$ cat src/rtl/uart_wb_pkg.sv
// Shared definitions for the UART Wishbone host and its slave wrapper.
// Register map, STATUS bit positions and host FSM states.
package uart_wb_pkg;

  localparam logic [3:0] REG_TX_DATA = 4'h0;
  localparam logic [3:0] REG_RX_DATA = 4'h1;
  localparam logic [3:0] REG_STATUS  = 4'h2;

  localparam int STATUS_TX_BUSY  = 0;
  localparam int STATUS_RX_VALID = 1;
  localparam int STATUS_RX_BREAK = 2;

  typedef enum logic [2:0] {
    S_IDLE,
    S_STAT,
    S_DEC,
    S_RXRD,
    S_TXWR
  } state_t;

endpackage

$ cat src/rtl/uart_wb_host_port.sv
// Single-transfer Wishbone initiator port with ack timeout.
// Bus fields are registered by the sequencer; this adds done/err.
module wb_master_port #(
  parameter int ACK_TIMEOUT = 255
) (
  input  logic       clk,
  input  logic       rstn,
  input  logic       req,
  input  logic       we,
  input  logic [3:0] adr,
  input  logic [7:0] dat,
  output logic       done,
  output logic       err,
  output logic [7:0] rdata,
  output logic       wb_cyc_o,
  output logic       wb_stb_o,
  output logic       wb_we_o,
  output logic [3:0] wb_adr_o,
  output logic [7:0] wb_dat_o,
  input  logic [7:0] wb_dat_i,
  input  logic       wb_ack_i
);

  localparam int TW = $clog2(ACK_TIMEOUT + 1);

  logic [TW-1:0] tcnt;

  assign wb_cyc_o = req;
  assign wb_stb_o = req;
  assign wb_we_o  = we;
  assign wb_adr_o = adr;
  assign wb_dat_o = dat;
  assign rdata    = wb_dat_i;

  // ack outside a cycle is ignored; ack on the last cycle still wins
  assign done = req && wb_ack_i;
  assign err  = req && !wb_ack_i
             && (tcnt == TW'(ACK_TIMEOUT - 1));

  always_ff @(posedge clk or negedge rstn) begin
    if (!rstn) begin
      tcnt <= '0;
    end else if (!req) begin
      tcnt <= '0;
    end else begin
      tcnt <= tcnt + 1'b1;
    end
  end

endmodule

$ cat src/rtl/uart_wb_host.sv
// Polls the UART register slave over Wishbone and bridges it
// to simple valid/ready byte streams.
module uart_wb_host
  import uart_wb_pkg::*;
#(
  parameter int POLL_DIV    = 64,
  parameter int ACK_TIMEOUT = 255
) (
  input  logic       clk,
  input  logic       rstn,
  output logic       wb_cyc_o,
  output logic       wb_stb_o,
  output logic       wb_we_o,
  output logic [3:0] wb_adr_o,
  output logic [7:0] wb_dat_o,
  input  logic [7:0] wb_dat_i,
  input  logic       wb_ack_i,
  input  logic [7:0] tx_data_i,
  input  logic       tx_valid_i,
  output logic       tx_ready_o,
  output logic [7:0] rx_data_o,
  output logic       rx_valid_o,
  input  logic       rx_ready_i,
  output logic       rx_break_o,
  output logic       bus_err_o
);

  localparam int PW = $clog2(POLL_DIV + 1);

  state_t        state;
  logic          req;
  logic          we;
  logic [3:0]    adr;
  logic [7:0]    dat;
  logic [1:0]    stat;
  logic [7:0]    hold;
  logic [PW-1:0] pcnt;
  logic          done;
  logic          err;
  logic [7:0]    rdata;

  wb_master_port #(
    .ACK_TIMEOUT(ACK_TIMEOUT)
  ) u_port (
    .clk      (clk),
    .rstn     (rstn),
    .req      (req),
    .we       (we),
    .adr      (adr),
    .dat      (dat),
    .done     (done),
    .err      (err),
    .rdata    (rdata),
    .wb_cyc_o (wb_cyc_o),
    .wb_stb_o (wb_stb_o),
    .wb_we_o  (wb_we_o),
    .wb_adr_o (wb_adr_o),
    .wb_dat_o (wb_dat_o),
    .wb_dat_i (wb_dat_i),
    .wb_ack_i (wb_ack_i)
  );

  always_ff @(posedge clk or negedge rstn) begin
    if (!rstn) begin
      state      <= S_IDLE;
      req        <= 1'b0;
      we         <= 1'b0;
      adr        <= '0;
      dat        <= '0;
      stat       <= '0;
      hold       <= '0;
      pcnt       <= '0;
      tx_ready_o <= 1'b1;
      rx_valid_o <= 1'b0;
      rx_data_o  <= '0;
      rx_break_o <= 1'b0;
      bus_err_o  <= 1'b0;
    end else begin
      rx_break_o <= 1'b0;
      bus_err_o  <= 1'b0;
      if (tx_valid_i && tx_ready_o) begin
        hold       <= tx_data_i;
        tx_ready_o <= 1'b0;
      end
      if (rx_valid_o && rx_ready_i) begin
        rx_valid_o <= 1'b0;
      end
      // abort leaves the tx byte pending for a later retry
      if (err) begin
        req       <= 1'b0;
        bus_err_o <= 1'b1;
        pcnt      <= '0;
        state     <= S_IDLE;
      end else begin
        unique case (state)
          S_IDLE: begin
            if (pcnt == PW'(POLL_DIV - 1)) begin
              pcnt  <= '0;
              req   <= 1'b1;
              we    <= 1'b0;
              adr   <= REG_STATUS;
              state <= S_STAT;
            end else begin
              pcnt <= pcnt + 1'b1;
            end
          end
          S_STAT: begin
            if (done) begin
              req        <= 1'b0;
              stat       <= rdata[1:0];
              rx_break_o <= rdata[STATUS_RX_BREAK];
              state      <= S_DEC;
            end
          end
          S_DEC: begin
            if (stat[STATUS_RX_VALID] && !rx_valid_o) begin
              req   <= 1'b1;
              we    <= 1'b0;
              adr   <= REG_RX_DATA;
              state <= S_RXRD;
            end else if (!tx_ready_o && !stat[STATUS_TX_BUSY]) begin
              req   <= 1'b1;
              we    <= 1'b1;
              adr   <= REG_TX_DATA;
              dat   <= hold;
              state <= S_TXWR;
            end else begin
              pcnt  <= '0;
              state <= S_IDLE;
            end
          end
          S_RXRD: begin
            if (done) begin
              req                   <= 1'b0;
              rx_valid_o            <= 1'b1;
              rx_data_o             <= rdata;
              stat[STATUS_RX_VALID] <= 1'b0;
              state                 <= S_DEC;
            end
          end
          S_TXWR: begin
            if (done) begin
              req        <= 1'b0;
              we         <= 1'b0;
              tx_ready_o <= 1'b1;
              pcnt       <= '0;
              state      <= S_IDLE;
            end
          end
          default: state <= S_IDLE;
        endcase
      end
    end
  end

endmodule
$ cat config.mk
export PLATFORM = sky130hd
export DESIGN_NAME = uart_wb_host
export DESIGN_NICKNAME = d
export VERILOG_FILES = /design/src/rtl/uart_wb_pkg.sv /design/src/rtl/uart_wb_host_port.sv /design/src/rtl/uart_wb_host.sv
export SDC_FILE = /design/constraint.sdc
export NUM_CORES = 1
export LEC_CHECK = 0
export ABC_CLOCK_PERIOD_IN_PS = 4600
export CAP_MARGIN = 10
export CORE_UTILIZATION = 45
export DETAILED_ROUTE_END_ITERATION = 8
export GPL_TIMING_DRIVEN = 0
export PLACE_DENSITY = 0.7
export SYNTH_ARGS = -nofsm -noshare
export SYNTH_HDL_FRONTEND = slang
export SYNTH_SLANG_ARGS = --single-unit
$ cat constraint.sdc
create_clock -name clk -period 4.6 [get_ports clk]
set_input_delay 0.92 -clock clk [delete_from_list [all_inputs] [get_ports clk]]
set_output_delay 0.92 -clock clk [all_outputs]
set_load 0.01 [all_outputs]
# After elaboration in Yosys (flattened, before gate mapping)
# Cells that the tools add are included.
[op_classes]
reduce_logical = 28
n_eq_ne = 18
n_mux = 41
add_sub_neg = 2
n_bitwise = 2
[ops]
columns = ["operator", "count"]
rows = [
  ["two-way mux 7 bit", 5],
  ["one-hot mux 7 bit (3 select lines)", 1],
  ["AND reduction 4 bit", 5],
  ["two-way mux 1 bit", 19],
  ["two-way mux 3 bit", 6],
  ["inequality test 3 bit, second input constant", 5],
  ["two-way mux 4 bit", 3],
  ["one-hot mux 3 bit (4 select lines)", 1],
  ["AND reduction 3 bit", 3],
  ["adder 8 x 1 -> 8 bit, second input constant", 1],
  ["equality test 8 bit, second input constant", 1],
  ["two-way mux 8 bit", 1],
  ["inequality test 2 bit, second input constant", 4],
  ["one-hot mux 4 bit (2 select lines)", 1],
  ["nonzero test 4 bit", 2],
  ["adder 7 x 1 -> 7 bit, second input constant", 1],
  ["equality test 7 x 6 -> 1 bit, second input constant", 1],
  ["logical AND 1 bit", 7],
  ["equality test 3 x 2 -> 1 bit, second input constant", 2],
  ["inequality test 3 x 1 -> 1 bit, second input constant", 2],
  ["one-hot mux 1 bit (3 select lines)", 2],
  ["AND reduction 5 bit", 1],
  ["zero test 1 bit", 4],
  ["inequality test 4 bit, second input constant", 1],
  ["10 further kinds", 12],
]
[word_totals]
in_bits = 21
output_inout_bits = 27
elab_cells = 106
reg_bits = 54

# Longest topological paths before layout
# Gate-level depths: netlist of the first run.
[logic_depth]
ltp_word = 6
mapped_depth = 8
depth_no_buf = 8

# Cells and area by module
# A second synthesis of the first run with hierarchy kept.
[hier_totals]
hier_cells = 221
hier_area_um2 = 2532.4
[by_module_without_submodules]
columns = ["mod", "seq_area_each_um2", "instances", "cells_each", "area_per_inst_um2"]
rows = [
  ["uart_wb_host", 1102.3, 1, 159, 1951.9],
  ["wb_master_port", 200.2, 1, 62, 580.6],
]

# Worst setup path after synthesis of the first run
# Ideal clock, no wire load.
[synth_path]
path_kind = "in2reg"
startpoint = "input wb_ack_i"
endpoint = "register dat[0]"
t_arrival_ns = 1.970
required_ns = 4.475
slack_ns = 2.505
path_buffers = 0
setup_ns = 0.125
path_stages = 5
path_cell_list = "and4b_4 nand3_4 nand2_4 nor3_4 mux2_2"
[synth_via]
elab_chain_cells = 5
[synth_lines]
columns = ["item", "line", "text"]
rows = [
  ["from (decl)", "uart_wb_host.sv:17", "input logic wb_ack_i,"],
  ["zero test 1 bit", "uart_wb_host_port.sv:37", "assign err = req && !wb_ack_i"],
  ["logical AND 1 bit", "uart_wb_host_port.sv:37", ""],
  ["logical AND 1 bit", "uart_wb_host_port.sv:38", "&& (tcnt == TW'(ACK_TIMEOUT - 1));"],
  ["inverter 1 bit (no line)", "--", ""],
  ["AND reduction 4 bit (no line)", "--", ""],
  ["to (signal assigned)", "uart_wb_host.sv:125", "dat <= hold;"],
  ["to (decl)", "uart_wb_host.sv:34", "logic [7:0] dat;"],
]
# Every way passes these cells.
# A chain may end at the register's enable or synchronous reset.

# Final worst setup path of the first run
[layout_path]
startpoint = "input wb_ack_i"
endpoint = "register dat[5]"
# Same word-level chain as after synthesis.

==> reports/metrics.cfg, run 1 <==
[drt]
drc=0
viasPerCell=5.10
drt-wirelength-per-cell_um=13.2
antenna_left=0
vias=1679
drt_iter0_markers=86
met2_wirelength_um=2060
drt_wl_total_um=4350
top_layer_used=met4
met3WireLength_um=315
first_pass_iters=4
met1Wirelength_um=1910

[yosys]
yosys_warnings=0
synth_cells=204
yosys.area.top_type=dfrtp_1
synth_edf_count=0
ys_ff_latch=52
avgSynthCellArea_um2=11.6
yosys.area.top_type_share_pct=53.9
synth_area_um2=2370
synth.area.top_cells=dfrtp_1 54%, mux2_2 11%, o21ai_0 3.0%
ys_seq_area_share_pct=55.0
ys_types=51
synth_ff_type=dfrtp_1
synthArstFlopShare_pct=100

[global_routing]
track_usage_pct=18.4
grt_pass1_vias=1688
grt_max_degree=28
overflow=0
antenna_found_initial=0
grt_pass1_wl_um=7640

[final_layout]
diodes=0
drive_above_1_share_pct=18.5
nets=282
ff_latch_area_um2=1300
stdcell_count=329
nFillCells=471
final_cell_mix=51 x dfrtp_1, 44 x clkdlybuf4s50_1, 24 x mux2_2
multi_input_comb_area_um2=990
final_common_cell=dfrtp_1
fin_util_pct=59.2
area_growth_pct=26.9

[worst_setup_path]
start_kind=input port
worstSetupPathType=input port to flop
cp_max_fo=10
critPathCaptureType=flop
cp_data_arrival_time_ns=2.78
crit_required_ns=4.79

[pwr]
irDropWorstVdd_mv=0.191
p_per_area_nw_per_um2=249
p_leak_uw=0.00136

[clock_tree]
ctsResizeCount=0
path_clk_slew_ns=0.08
insertion_delay_ns=0.30
postCtsHoldBufs=0
tritoncts=yes
cts_buffers=5
clockBufferDepth=2
cts_root_buffer=clkbuf_8
htreeDepth=2
cts.sinks=52
postCtsSetupRepairBufs=0

[place]
gp_congestion=0.862
dp_hpwl_um=3140
dp_cells=321
post-place-ws_ns=1.67
portBuffers=45

[sta]
worst_slack_ns=2.01
rsz0062_at_grt=false
finClkSkew_ns=0.00566
slew_viol_final=0
fin_crit_ns=2.59
worst_pin_slew_ns=0.606
fmax_ghz=0.387
slew_headroom_pct=59.6
tns_ns=0
hold_viol_final=0
setup_violations=0
layout_worst_path_cycle_share_pct=56.2

[die]
start_util_pct=46.7
die_area_um2=5560
die_width_um=74.6
core_um2=5070
rows=26
io_pins=48
die_h_um=74.6

[min_path]
hold_class=flop to flop

[run]
max_cap_violations=0

[outcome]
outcome=completed

[power breakdown]
group	internal (uW)	switching, uW	total (uW)
clock network	107	141	248
logic	21.7	14.2	35.9
registers	463	2.51	465
[flip-flops by register name (all words and copies together) (netlist names), 2 cells and up]
signal       cells
hold             8
state            3
pcnt             7
u_port.tcnt      8
rx_data_o        8
stat             2
dat              8
adr              2
[kinds of logic after synthesis]
logic type	after synthesis	share of synthesized area (%)
other	1	0.158
adders and majority gates	3	1.58
xor gates and xnor gates	6	2.22
and+or+nand+nor	65	16.0
AOI/OAI and AO/OA	37	10.3
muxes	24	11.4
DFF	52	55.0
buffers and inverters	16	3.38
[layout make-up]
type	count	share of cell area [%]
clock inverters	1	0.166
inverters	9	1.12
flip-flops and latches	52	43.3
well taps	70	2.91
clock buffers	7	2.54
multi-input cells	137	32.9
repair buffers	46	15.5
plain buffers	7	1.54
[critical path: stages]
cell             delay [ns]
clkdlybuf4s50_1        0.58
and4b_4                0.25
nand3_4                0.12
nand2_4                0.07
nor3_4                 0.44
mux2_2                 0.39
[Yosys cell counts (3+ instances only)]
| master | count |
|---|---|
| dfrtp_1 | 51 |
| mux2_2 | 24 |
| nand2_1 | 15 |
| o21ai_0 | 14 |
| nor2_1 | 9 |
| inv_1 | 8 |
| and2_1 | 7 |
| nand3_1 | 7 |
| nor3_1 | 5 |
| xnor2_1 | 5 |
| nor2b_1 | 4 |
| a211oi_1 | 3 |
| a21boi_0 | 3 |
| a21oi_1 | 3 |
| buf_4 | 3 |
| ha_1 | 3 |
| nand2b_1 | 3 |
[stage by stage]
stage | hold slack [ns] | instance area [um2] | total power, uW
2_1_floorplan | 0.451 | 2370 | 482
3_3_place_gp | 0.463 | 2910 | 509
3_5_place_dp | 0.476 | 2930 | 511
4_1_cts | 0.497 | 3010 | 762
5_1_grt | 0.511 | 3010 | 780
6_report | 0.491 | 3010 | 749
[final timing paths]
| path | slack (ns) | endpoint | cells after the start | startpoint |
|---|---|---|---|---|
| worst max-delay path | 2.01 | dat[5] | 6 | wb_ack_i |
| worst min-delay path | 0.49 | rx_data_o[1] | 2 | rx_data_o[1] |
| worst max register to register | 2.59 | pcnt[5] | 6 | pcnt[0] |
| worst min register to register | 0.49 | rx_data_o[1] | 2 | rx_data_o[1] |
| max in group asynchronous | 3.43 | pcnt[1] | 2 | rstn |
| min in group asynchronous | 0.62 | rx_data_o[4] | 1 | rstn |
[per-layer routing]
metal	global-route usage, %	vias to the layer above
met1	22.3	805
met2	29.5	49
met4	7.55	0
met3	7.05	7
met5	0	-
li1	-	818
(Power assumes the default switching activity.)
==> run 2, diff against run 1 <==
- ABC_CLOCK_PERIOD_IN_PS: 4600 -> 2500
- clock period: 4.6 -> 2.5 ns (I/O delays scaled with it)
==> results of run 2 <==
The final DEF is identical to that of run 1. Status: completed.
Main changes from that run: setup slack after placement 1.67 ns -> -0.00883 ns; clock-pin slew on the worst setup and hold paths 0.08 ns -> 0.09 ns; setup slack after layout 2.01 ns -> 0.334 ns; hold slack 0.491 ns -> 0.198 ns; register-to-register setup slack 2.59 ns -> 0.49 ns; total power 749 uW -> 1380 uW; worst IR drop on VDD 0.191 mV -> 0.351 mV
